--- src/rtl/router_pkg.sv ---
// ----------------------------------------------------------------------------
// router_pkg
//   Shared definitions for the 1x3 router datapath register stage.
//   - RTR_DATA_W / RTR_ADDR_W  : default byte and destination-field widths
//   - RTR_ADDR_LSB             : LSB of the destination field inside a header;
//                                the length field sits directly above it
//   - RTR_ADDR_INVALID_BIT     : fill bit of the reserved (invalid) address;
//                                the invalid address is all bits equal to it
//   - dout_sel_e               : decoded source of the next FIFO write byte
// ----------------------------------------------------------------------------
package router_pkg;

  localparam int unsigned RTR_DATA_W           = 8;
  localparam int unsigned RTR_ADDR_W           = 2;
  localparam int unsigned RTR_ADDR_LSB         = 0;
  localparam logic        RTR_ADDR_INVALID_BIT = 1'b1;

  typedef enum logic [1:0] {
    DSEL_KEEP = 2'd0,
    DSEL_HDR  = 2'd1,
    DSEL_DIN  = 2'd2,
    DSEL_HOLD = 2'd3
  } dout_sel_e;

endpackage

--- src/rtl/router_parity_acc.sv ---
// ----------------------------------------------------------------------------
// router_parity_acc
//   Packet parity engine: running XOR of header and payload (internal parity),
//   the received parity byte, and the registered mismatch flag.
// Ports:
//   clock       in   rising-edge clock
//   reset       in   synchronous, active-low reset
//   i_clr       in   new packet: clear running parity and error flag
//   i_acc_en    in   fold i_acc_data into the running parity
//   i_acc_data  in   byte to fold
//   i_pp_load   in   capture the received parity byte
//   i_pp_data   in   received parity byte
//   i_cmp       in   compare running parity against received parity
//   o_err       out  registered mismatch flag
// ----------------------------------------------------------------------------
module router_parity_acc #(
  parameter int unsigned DATA_W = 8
) (
  input  logic              clock,
  input  logic              reset,
  input  logic              i_clr,
  input  logic              i_acc_en,
  input  logic [DATA_W-1:0] i_acc_data,
  input  logic              i_pp_load,
  input  logic [DATA_W-1:0] i_pp_data,
  input  logic              i_cmp,
  output logic              o_err
);

  logic [DATA_W-1:0] r_ip;
  logic [DATA_W-1:0] r_pp;

  // A new packet clear wins over any accumulate, latch or compare in the
  // same cycle; the received parity is always reloaded before it is used.
  always_ff @(posedge clock) begin
    if (!reset) begin
      r_ip  <= '0;
      r_pp  <= '0;
      o_err <= 1'b0;
    end else if (i_clr) begin
      r_ip  <= '0;
      o_err <= 1'b0;
    end else begin
      if (i_acc_en) begin
        r_ip <= r_ip ^ i_acc_data;
      end
      if (i_pp_load) begin
        r_pp <= i_pp_data;
      end
      if (i_cmp) begin
        o_err <= (r_ip != r_pp);
      end
    end
  end

endmodule

--- src/rtl/router_data_reg.sv ---
// ----------------------------------------------------------------------------
// router_data_reg
//   Datapath register stage behind the router control FSM. Latches the packet
//   header, registers payload bytes toward the addressed output FIFO, parks
//   the byte that arrives while that FIFO is full, and checks packet parity.
//   Optional feature macro: ROUTER_REG_LEN_CHECK_EN adds a payload length
//   check and the len_err output.
// Ports:
//   clock          in   rising-edge clock
//   reset          in   synchronous, active-low reset
//   pkt_valid      in   source is driving packet bytes (low on parity byte)
//   data_in        in   source byte
//   fifo_full      in   full flag of the addressed output FIFO
//   detect_add     in   FSM state flag: header decode / new packet
//   lfd_state      in   FSM state flag: load first data (header to FIFO)
//   ld_state       in   FSM state flag: load payload
//   laf_state      in   FSM state flag: load after full (flush held byte)
//   full_state     in   FSM state flag: waiting on a full FIFO
//   rst_int_reg    in   FSM state flag: parity check / internal reset
//   dout           out  byte presented to the FIFO write port
//   parity_done    out  parity byte has been captured
//   low_pkt_valid  out  pkt_valid fell while loading
//   err            out  computed parity differs from received parity
//   len_err        out  (ROUTER_REG_LEN_CHECK_EN only) payload count differs
//                       from the header length field
// ----------------------------------------------------------------------------
module router_data_reg
  import router_pkg::*;
#(
  parameter int unsigned DATA_W = RTR_DATA_W,
  parameter int unsigned ADDR_W = RTR_ADDR_W
) (
  input  logic              clock,
  input  logic              reset,
  input  logic              pkt_valid,
  input  logic [DATA_W-1:0] data_in,
  input  logic              fifo_full,
  input  logic              detect_add,
  input  logic              lfd_state,
  input  logic              ld_state,
  input  logic              laf_state,
  input  logic              full_state,
  input  logic              rst_int_reg,
  output logic [DATA_W-1:0] dout,
  output logic              parity_done,
  output logic              low_pkt_valid,
  output logic              err
`ifdef ROUTER_REG_LEN_CHECK_EN
  ,
  output logic              len_err
`endif
);

  localparam logic [ADDR_W-1:0] ADDR_INVALID = {ADDR_W{RTR_ADDR_INVALID_BIT}};

  logic [DATA_W-1:0] r_hdr;
  logic [DATA_W-1:0] r_hold;
  logic              r_pd_q;

  logic              w_hdr_load;
  logic              w_pp_from_din;
  logic              w_pp_from_hold;
  logic              w_pp_load;
  logic [DATA_W-1:0] w_pp_data;
  logic              w_acc_en;
  logic [DATA_W-1:0] w_acc_data;
  logic              w_err_cmp;
  dout_sel_e         w_dsel;

  assign w_hdr_load = detect_add && pkt_valid &&
                      (data_in[RTR_ADDR_LSB +: ADDR_W] != ADDR_INVALID);

  // Parity byte arrives either straight from the source, or (when the FIFO
  // was full as it arrived) from the hold register during the flush cycle.
  assign w_pp_from_din  = ld_state && !pkt_valid && !fifo_full;
  assign w_pp_from_hold = laf_state && low_pkt_valid && !parity_done;
  assign w_pp_load      = w_pp_from_din || w_pp_from_hold;
  assign w_pp_data      = w_pp_from_din ? data_in : r_hold;

  // Payload is folded in when sampled in ld_state, even if it is parked in
  // the hold register, so the later flush must not fold it a second time.
  assign w_acc_en   = lfd_state || (ld_state && pkt_valid && !full_state);
  assign w_acc_data = lfd_state ? r_hdr : data_in;

  // Compare one cycle after parity_done rises, when ip and pp are both final.
  assign w_err_cmp = parity_done && !r_pd_q;

  always_comb begin
    w_dsel = DSEL_KEEP;
    if (lfd_state) begin
      w_dsel = DSEL_HDR;
    end else if (ld_state && !fifo_full) begin
      w_dsel = DSEL_DIN;
    end else if (laf_state) begin
      w_dsel = DSEL_HOLD;
    end
  end

  always_ff @(posedge clock) begin
    if (!reset) begin
      r_hdr         <= '0;
      r_hold        <= '0;
      r_pd_q        <= 1'b0;
      dout          <= '0;
      parity_done   <= 1'b0;
      low_pkt_valid <= 1'b0;
    end else begin
      r_pd_q <= parity_done;

      if (w_hdr_load) begin
        r_hdr <= data_in;
      end

      if (ld_state && fifo_full) begin
        r_hold <= data_in;
      end

      case (w_dsel)
        DSEL_HDR:  dout <= r_hdr;
        DSEL_DIN:  dout <= data_in;
        DSEL_HOLD: dout <= r_hold;
        default:   dout <= dout;
      endcase

      if (ld_state && !pkt_valid) begin
        low_pkt_valid <= 1'b1;
      end else if (rst_int_reg) begin
        low_pkt_valid <= 1'b0;
      end

      if (detect_add) begin
        parity_done <= 1'b0;
      end else if (w_pp_load) begin
        parity_done <= 1'b1;
      end
    end
  end

  router_parity_acc #(
    .DATA_W (DATA_W)
  ) u_parity_acc (
    .clock      (clock),
    .reset      (reset),
    .i_clr      (detect_add),
    .i_acc_en   (w_acc_en),
    .i_acc_data (w_acc_data),
    .i_pp_load  (w_pp_load),
    .i_pp_data  (w_pp_data),
    .i_cmp      (w_err_cmp),
    .o_err      (err)
  );

`ifdef ROUTER_REG_LEN_CHECK_EN
  localparam int unsigned CNT_W   = DATA_W - ADDR_W;
  localparam int unsigned LEN_LSB = RTR_ADDR_LSB + ADDR_W;

  logic [CNT_W-1:0] r_len_cnt;
  logic             w_cnt_inc;

  // Payload writes only: a flush of a held parity byte is excluded.
  assign w_cnt_inc = (ld_state && pkt_valid && !fifo_full) ||
                     (laf_state && !low_pkt_valid);

  always_ff @(posedge clock) begin
    if (!reset) begin
      r_len_cnt <= '0;
      len_err   <= 1'b0;
    end else if (detect_add) begin
      r_len_cnt <= '0;
      len_err   <= 1'b0;
    end else begin
      if (w_cnt_inc) begin
        r_len_cnt <= r_len_cnt + CNT_W'(1);
      end
      // Evaluated on the edge where parity_done is set.
      if (w_pp_load && !parity_done) begin
        len_err <= (r_len_cnt != r_hdr[DATA_W-1:LEN_LSB]);
      end
    end
  end
`endif

endmodule

--- config.mk ---
export PLATFORM = sky130hd
export DESIGN_NAME = router_data_reg
export DESIGN_NICKNAME = d
export VERILOG_FILES = /design/src/rtl/router_pkg.sv /design/src/rtl/router_parity_acc.sv /design/src/rtl/router_data_reg.sv
export SDC_FILE = /design/constraint.sdc
export NUM_CORES = 1
export LEC_CHECK = 0
export CAP_MARGIN = 0
export CORE_ASPECT_RATIO = 1.4
export CORE_UTILIZATION = 57
export DETAILED_ROUTE_END_ITERATION = 8
export PLACE_DENSITY = 0.9
export SLEW_MARGIN = 25
export SYNTH_ARGS = -nofsm -noshare
export SYNTH_HDL_FRONTEND = slang
export SYNTH_SLANG_ARGS = --single-unit
--- constraint.sdc ---
create_clock -name clock -period 2.65 [get_ports clock]
set_clock_uncertainty 0.1 [all_clocks]
set_input_delay 0.3975 -clock clock [delete_from_list [all_inputs] [get_ports clock]]
set_output_delay 0.3975 -clock clock [all_outputs]
set_load 0.02 [all_outputs]
# Yosys cells after proc, flatten, opt, wreduce, memory -nomap -nowiden
# Cells that the tools add are included.
[classes] n_eq_ne=5 muxes=8 n_bitwise=3 reduce_logical=22
[op_table] cell="$pmux 8 s3" n=1
[op_table] cell="$mux 8" n=2
[op_table] cell="$logic_and 1x1->1" n=11
[op_table] cell="$ne 8x8->1" n=1
[op_table] cell="$xor 8x8->8" n=1
[op_table] cell="$mux 2" n=3
[op_table] cell="$logic_not 1->1" n=5
[op_table] cell="$eq 2x2->1 const B" n=2
[op_table] cell="$reduce_bool 3->1" n=1
[op_table] cell="$eq 2x1->1 const B" n=1
[op_table] cell="$logic_or 1x1->1" n=2
[op_table] cell="$mux 1" n=2
[op_table] cell="$ne 2x2->1 const B" n=1
[op_table] cell="$not 1->1" n=2
[op_table] cell="$reduce_and 2->1" n=1
[op_table] cell="$reduce_bool 2->1" n=1
[op_table] cell="$reduce_or 2->1" n=1
[word_totals] regBits=44 input_bits=18 output_inout_bits=11 elab_cells=47

# Depth between registers and ports, before layout
# Gate-level depths: netlist (run 1).
[depth] depth_word=6 mapped_depth=6 depth_no_buf=4

# Cells and area by module
# From an unflattened synthesis (run 1), not the netlist that was laid out.
[hier_totals] cells_unflattened=248 area_unflattened_um2=2173.3
[by_module_without_submodules] mod="router_data_reg" n_inst=1 cells_per_inst=172 area_per_inst_um2=1421.4
[by_module_without_submodules] mod="router_parity_acc" n_inst=1 cells_per_inst=76 area_per_inst_um2=752.0

# Worst setup path before layout (run 1)
# OpenSTA, ideal clock, no wires.
[synth_timing] path_kind="in2reg" startpoint="input port lfd_state" endpoint="register dout[0]" setup_ns=0.119 arrival_ns=1.350 required_ns=2.431 path_slack_ns=1.081 cell_stages=5 path_buffers=2 path_cell_list="buf_2 o21bai_4 or2_1 buf_2 o221a_2"
[synth_via] elab_chain_len=3 elab_cells_between_ends=6 cone_classes="3 x eq/ne; 2 x mux; 1 x reduce/logical"
[synth_lines] element="start, declared" line_no="router_data_reg.sv:39" text="input logic lfd_state,"
[synth_lines] element="$mux 2 *" line_no="router_data_reg.sv:90" text="if (lfd_state) begin"
[synth_lines] element="$eq 2x2->1 or $eq 2x1->1 (tied branches)" line_no="router_data_reg.sv:118" text="case (w_dsel)"
[synth_lines] element="$pmux 8 s3 or $reduce_bool 3->1 (tied branches)"
[synth_lines] element="end signal, assigned" line_no="router_data_reg.sv:119" text="DSEL_HDR: dout <= r_hdr;"
[synth_lines] element="end signal, assigned" line_no="router_data_reg.sv:120" text="DSEL_DIN: dout <= data_in;"
[synth_lines] element="end signal, assigned" line_no="router_data_reg.sv:121" text="DSEL_HOLD: dout <= r_hold;"
[synth_lines] element="end, declared" line_no="router_data_reg.sv:44" text="output logic [DATA_W-1:0] dout,"
# Every way passes the cells marked *; elsewhere a longest branch is shown, timed or not.
# A chain may end at the register's enable or synchronous reset.

# Final worst setup path (run 1)
[layout_timing] startpoint="input port fifo_full" endpoint="register u_parity_acc.r_pp[2]"
[layout_via] elab_chain_len=4 elab_cells_between_ends=5 cone_classes="1 x mux; 4 x reduce/logical"
[layout_lines] element="start, declared" line_no="router_data_reg.sv:37" text="input logic fifo_full,"
[layout_lines] element="$logic_not 1->1 *" line_no="router_data_reg.sv:75" text="assign w_pp_from_din = ld_state && !pkt_valid && !fifo_full;"
[layout_lines] element="$logic_and 1x1->1 *" line_no="router_data_reg.sv:75"
[layout_lines] element="$logic_or 1x1->1" line_no="router_data_reg.sv:77" text="assign w_pp_load = w_pp_from_din || w_pp_from_hold;"
[layout_lines] element="$reduce_and 2->1 (no line)"
[layout_lines] element="end signal, assigned" line_no="router_parity_acc.sv:48" text="r_pp <= i_pp_data;"
[layout_lines] element="end, declared" line_no="router_parity_acc.sv:31" text="logic [DATA_W-1:0] r_pp;"
# Marked as above.

==> run_results.csv, run 1 <==
group,metric,value,unit
run_status,status,"finished, final reports clean",
floorplanning,core,3210,sq um
synthesis,synth-simple-area-share,13.0,%
drt,drc_errors,0,
synthesis,syn_avg_cell_area,9.42,sq um
global_route,antenna_found_initial,0,
synthesis,synth-seq-cells,44,
critical_path,cp_cell_sequence,"clkdlybuf4s50_1 > or3b_4 > nand2b_1 > o22ai_1 > a21oi_1",
clocking,cts_root_buffer,"clkbuf_8",
floorplanning,io_pins,29,
critical_path,crit_buf_inv,1,
sta,slew_violations,0,
pwr,p_leak,0.910,nW
layout,final_common_cell,"dfxtp_1",
clocking,cts_buffer_depth,2,
critical_path,cp_max_fo,11,
sta,setup-violations-final,0,
place,portBuffers,28,
floorplanning,die_x,51.8,um
drt,first_pass_iters,4,
synthesis,ys_types,36,
place,place_ws,501,ps
clocking,clk_latency,300,ps
synthesis,synth_adder_area_share,0,%
critical_path,arrival,2030,ps
synthesis,netlist_area,1980,sq um
sta,grt_setup_unrepaired,"no",
sta,period_needed,1900,ps
critical_path,cp.required,2780,ps
clocking,post_cts_buffers,0,
global_route,grt_first_pass_wirelength,7290,um
synthesis,synth_top_family_by_area,"compound AO/OA/AOI/OAI gates",
sta,fin_ws,748,ps
sta,slew_headroom,62.6,%
floorplanning,rows,24,
pwr,vdd_drop_max,0.431,mV
worst_hold_path,hold_class,"flip-flop to flip-flop",
synthesis,syn_nets,228,
clocking,cts_resized,0,
critical_path,max_stage_delay,530,ps
global_route,grt_start_max_net_pins,23,
synthesis,synth_xor_area_share,7.08,%
drt,wire_per_inst,16.0,um
drt,wl,4420,um
sta,timing.setup.tns,0,ps
drt,postRouteAntennaNets,0,
clocking,path_clk_slew,80,ps
floorplanning,die_area,3710,sq um
drt,routed-via-count,1667,
floorplanning,start_util,61.6,%
critical_path,path_delay_family,"simple AND/OR/NAND/NOR gates",
drt,viasPerCell,6.04,
sta,worstMarginPinSlew,558,ps
layout,layout_common_cells,"dfxtp_1, clkdlybuf4s50_1, a21oi_1",
synthesis,syn_inst,210,
layout,nets,255,
critical_path,cp-end-kind,"flip-flop",
place,dp_hpwl,3160,um
global_route,track_usage,26.4,%
global_route,grt_pass1_vias,1596,
clocking,hold_buffers,0,
clocking,numCtsBuffers,5,
place,place.gp.congestion,0.811,
sta,fmax,0.526,GHz
clocking,cts_tree,"done",
flow_run,maxCapViolCount,0,
clocking,cts_sinks,44,
sta,hold_viol,0,
global_route,globalRoute.totalOverflow,0,
pwr,p_total,1.35,mW
critical_path,cp_slowest_cell,"clkdlybuf4s50_1",
sta,finalCritPeriodShare,71.8,%
synthesis,synth_compound_gate_area_share,26.1,%
critical_path,critPathKind,"primary input to flip-flop",
drt,drtIter0Drc,81,
layout,drive_gt1_share,10.5,%
synthesis,synthMuxAreaShare,4.05,%
synthesis,ys_warn_count,0,
floorplanning,dieHeight,71.7,um
layout,area_growth,20.2,%
clocking,cts_max_level,2,
layout,diodes,0,
critical_path,cp-start-kind,"primary input",
synthesis,seq_area_frac_synth,44.5,%
pwr,power.density,570,nW/um^2
-- cell type report --
| class | count | area (sq um) |
|---|---|---|
| tap | 39 | 48.8 |
| sequential | 44 | 881 |
| multi-input combinational | 142 | 992 |
| clock buffer | 7 | 96.3 |
| fill | 228 | 836 |
| timing repair buffer | 33 | 318 |
| inverter | 11 | 41.3 |
-- kinds of logic (layout without fill, tap and decap cells) --
logic type	Yosys count	count (layout)
AND/OR/NAND/NOR	47	47
AO/OA/AOI/OAI	71	71
flip-flops	44	44
multiplexers	8	8
buffers and inverters	24	51
XOR/XNOR	16	16
-- synthesized netlist by cell type (all sizes together) --
| cell | number | share of area, % |
|---|---|---|
| a21boi | 8 | 3.0 |
| a21oi | 19 | 5.4 |
| a22o | 8 | 3.5 |
| a22oi | 8 | 3.0 |
| a31oi | 1 | 0.32 |
| and2 | 2 | 0.63 |
| and4bb | 1 | 0.63 |
| buf | 6 | 1.8 |
| clkbuf | 7 | 1.4 |
| clkinv | 1 | 0.19 |
| dfxtp | 44 | 45 |
| inv | 10 | 1.9 |
| mux2i | 8 | 4.0 |
| nand2 | 11 | 2.1 |
| nand2b | 1 | 0.32 |
| nand3 | 9 | 2.5 |
| nand3b | 1 | 0.38 |
| nand4 | 1 | 0.32 |
| nor2 | 8 | 1.5 |
| nor2b | 9 | 2.8 |
| nor3 | 1 | 0.51 |
| nor4 | 1 | 0.32 |
| o211ai | 1 | 0.38 |
| o21ai | 8 | 2.0 |
| o21bai | 1 | 0.95 |
| o221a | 8 | 4.6 |
| o22ai | 9 | 2.8 |
| or2 | 1 | 0.32 |
| or3b | 1 | 0.57 |
| xnor2 | 5 | 2.2 |
| xor2 | 11 | 4.9 |
-- registers in the layout (all words and copies together) (netlist names) --
name	cells
parity_done	1
u_parity_acc.o_err	1
low_pkt_valid	1
r_pd_q	1
dout	8
u_parity_acc.r_pp	8
r_hold	8
u_parity_acc.r_ip	8
r_hdr	8
-- through the flow --
stage	cells	hold WS [ps]	utilization (%)	area (sq um)
after floorplan	210	357	-	1980
after global placement	269	371	71.0	2280
after detailed placement	269	387	71.0	2280
after CTS	276	398	74.0	2380
after global routing	276	422	74.0	2380
final	276	395	74.0	2380
-- path summary, 6_finish.rpt --
kind | startpoint | end | slack, ps | cells past startpoint
min reg2reg | r_hold[2] | r_hold[2] | 390 | 2
max | fifo_full | u_parity_acc.r_pp[2] | 750 | 5
min | r_hold[2] | r_hold[2] | 390 | 2
max reg2reg | parity_done | u_parity_acc.r_pp[2] | 1170 | 4
-- worst reg2reg max path: stages, from the launching register on --
cell,delay (ps)
dfxtp_1,360
nand3b_1,260
nand2b_1,320
o22ai_1,220
a21oi_1,100
-- per-layer routing --
| layer | vias to the layer above | track usage [%] | share of wire (%) |
|---|---|---|---|
| li1 | 809 | - | - |
| met1 | 787 | 31.3 | 44 |
| met2 | 58 | 42.9 | 49 |
| met3 | 13 | 8.07 | 4.6 |
| met4 | 0 | 12.6 | 2.9 |
| met5 | - | 0 | 0 |
-- power breakdown --
group          leakage (nW)  switching [mW]  total, mW  internal, mW
clock network        0.0503           0.213      0.445         0.232
registers             0.359          0.0215      0.712         0.690
logic                 0.501           0.103      0.198        0.0953
Note: power is estimated with default switching activity, not from simulation.
==> run 2: changes to the inputs <==
--- a/config.mk
+++ b/config.mk
@@ -7,9 +7,9 @@
 export LEC_CHECK = 0
 export CAP_MARGIN = 0
 export CORE_ASPECT_RATIO = 1.4
-export CORE_UTILIZATION = 57
+export CORE_UTILIZATION = 48
 export DETAILED_ROUTE_END_ITERATION = 8
-export PLACE_DENSITY = 0.9
+export PLACE_DENSITY = 0.82
 export SLEW_MARGIN = 25
 export SYNTH_ARGS = -nofsm -noshare
 export SYNTH_HDL_FRONTEND = slang
==> constraint.sdc (replaced) <==
create_clock -name clock -period 1.65 [get_ports clock]
set_clock_uncertainty 0.1 [all_clocks]
set_input_delay 0.2475 -clock clock [delete_from_list [all_inputs] [get_ports clock]]
set_output_delay 0.2475 -clock clock [all_outputs]
set_load 0.02 [all_outputs]
==> run 2 against run 1 <==
Count of clock-buffer cells in the layout decreased by 1; worst setup slack got worse by 720 ps; worst hold slack got worse by 3.8 ps; clock power increased by 93%; global-route usage decreased by 3.9 points; combinational power increased by 78%; die area increased by 18%; core utilization decreased by 9.8 points; critical path depth decreased by 4; highest routed layer unchanged.
==> run_results.csv, run 2 (synthesized netlist as in run 1, its figures left out) <==
group,metric,value,unit
run_status,status,"finished, final reports clean",
pwr,power.density,928,nW/um^2
place,dp_cells,286,
place,dpl_cell_area,2410,sq um
worst_hold_path,min_from,"r_hold[6]",
sta,slew_headroom,72.5,%
sta,finalCritPeriodShare,98.6,%
layout,final_area,2540,sq um
pwr,comb_power_share,14.9,%
drt,routed-via-count,1704,
pwr,p_seq_share,48.5,%
sta,period_needed,1630,ps
worst_hold_path,holdPathStages,2,
drt,wl,4590,um
floorplanning,die_x,56.3,um
layout,area_growth,28.3,%
critical_path,cp.required,1300,ps
worst_hold_path,holdPathEnd,"r_hold[6]",
drt,drtIter0Drc,45,
critical_path,critPathKind,"flip-flop to output port",
worst_hold_path,hold_class,"flip-flop to flip-flop",
place,place.gp.congestion,0.855,
clocking,clk_latency,300,ps
critical_path,r2r_cells,4,
pwr,vdd_drop_max,0.668,mV
global_route,grt_first_pass_wirelength,7820,um
floorplanning,rows,27,
critical_path,cp-start-kind,"flip-flop",
critical_path,cp_cell_sequence,"clkdlybuf4s50_1",
clocking,numCtsBuffers,5,
clocking,post_cts_buffers,0,
pwr,internal_power,1.78,mW
clocking,path_clk_slew,90,ps
floorplanning,io_pins,29,
layout,nets,268,
pwr,swShare,24.4,%
critical_path,arrival,1280,ps
layout,finalNonFillerCells,294,
sta,fin_ws,23.4,ps
pwr,power.switching,0.574,mW
sta,slew_violations,0,
drt,viasPerCell,5.80,
sta,grt_setup_unrepaired,"no",
drt,postRouteAntennaNets,0,
critical_path,path_delay_family,"buffers and inverters",
floorplanning,core,3950,sq um
floorplanning,dieHeight,78.0,um
global_route,grt_pass1_vias,1650,
sta,worstMarginPinSlew,409,ps
pwr,p_leak,1.02,nW
critical_path,reg2reg_slack,290,ps
clocking,cts_sinks,44,
critical_path,rr_endpoint,"u_parity_acc.r_pp[1]",
critical_path,cp_slowest_cell,"clkdlybuf4s50_1",
floorplanning,die_area,4390,sq um
clocking,cts_buffer_depth,2,
place,dp_hpwl,3390,um
clocking,cts_tree,"done",
drt,drc_errors,0,
place,portBuffers,28,
clocking,cts_root_buffer,"clkbuf_8",
layout,diodes,0,
sta,setup-violations-final,0,
floorplanning,start_util,50.0,%
drt,first_pass_iters,4,
global_route,grt_start_max_net_pins,35,
critical_path,max_stage_delay,620,ps
clocking,hold_buffers,0,
clocking,cts_max_level,2,
flow_run,maxCapViolCount,0,
global_route,track_usage,22.5,%
drt,wire_per_inst,15.6,um
layout,layout_common_cells,"dfxtp_1, clkdlybuf4s50_1, a21oi_1",
layout,drive_gt1_share,15.9,%
sta,hold_viol,0,
critical_path,regToRegStartpoint,"parity_done",
place,place_ws,-291,ps
layout,final_common_cell,"dfxtp_1",
critical_path,cp_max_fo,2,
sta,fmax,0.615,GHz
global_route,antenna_found_initial,0,
critical_path,crit_buf_inv,1,
global_route,globalRoute.totalOverflow,0,
critical_path,cp-end-kind,"output port",
layout,fillers,317,
pwr,pwr-share-clk,36.5,%
==> run 2: cell types whose count changed in the layout (fill, tap and decap cells not counted), moves of 2 or more <==
| cell | previous run | this run |
|---|---|---|
| buf_12 | 0 | 2 |
| buf_4 | 5 | 16 |
| clkdlybuf4s50_1 | 28 | 25 |
| dlygate4sd2_1 | 0 | 2 |
==> run 2: worst max-delay path by stage <==
stage               from              endpoint  slack, ps  depth (start not counted)
2_1_floorplan  lfd_state               dout[0]        230                          5
6_report         dout[2]               dout[2]         20                          1
3_3_place_gp    ld_state  u_parity_acc.r_pp[1]       -270                          5
4_1_cts         ld_state  u_parity_acc.r_pp[1]         20                          5
5_1_grt          dout[2]               dout[2]          1                          1
3_5_place_dp    ld_state  u_parity_acc.r_pp[1]       -290                          5
==> run 2: through the flow <==
step	TNS, ps	power [mW]	hold WS, ps	util, %
finish	0	2.35	391	64.2
global route	0	2.43	401	64.2
CTS	0	2.36	387	63.9
detailed placement	-4690	1.51	376	60.9
global placement	-4110	1.51	367	60.9
floorplan	0	1.35	304	-
==> run 2: cell type report <==
type / instances / area [sq um] / area share [%]
tap: 43 / 53.8 / 2.12
clock buffer: 6 / 82.6 / 3.25
multi-input combinational: 142 / 1000 / 39.4
inverter: 11 / 41.3 / 1.63
clock inverter: 2 / 38.8 / 1.53
sequential: 44 / 881 / 34.7
timing repair buffer: 46 / 440 / 17.3
==> run 2: timing repair <==
item / CTS / global route
gates resized for setup: 2 / 3
cloned: 0 / 0
setup endpoints to repair: 2 / 12
==> run 2: power groups by stage <==
| stage | registers [mW] | clock network, mW | logic [mW] |
|---|---|---|---|
| CTS | 1.14 | 0.870 | 0.349 |
| floorplan | 1.18 | 0 | 0.172 |
| finish | 1.14 | 0.860 | 0.352 |
| global route | 1.15 | 0.907 | 0.378 |
| detailed placement | 1.17 | 0 | 0.348 |
| global placement | 1.17 | 0 | 0.340 |
==> run 2: metal layers <==
metal  global-route usage [%]  vias to the layer above  routed length [um]
met3                     3.17                       15                 223
met2                     37.6                       58                2270
met5                        0                        -                   0
li1                         -                      840                   -
met1                     27.4                      791                1950
met4                     12.4                        0                 144
==> run 3: changes to the inputs <==
--- a/config.mk
+++ b/config.mk
@@ -9,6 +9,7 @@
 export CORE_ASPECT_RATIO = 1.4
 export CORE_UTILIZATION = 48
 export DETAILED_ROUTE_END_ITERATION = 8
+export GPL_ROUTABILITY_DRIVEN = 0
 export PLACE_DENSITY = 0.82
 export SLEW_MARGIN = 25
 export SYNTH_ARGS = -nofsm -noshare
==> results of run 3 <==
Final layout, timing and power as in run 2 (identical DEF).
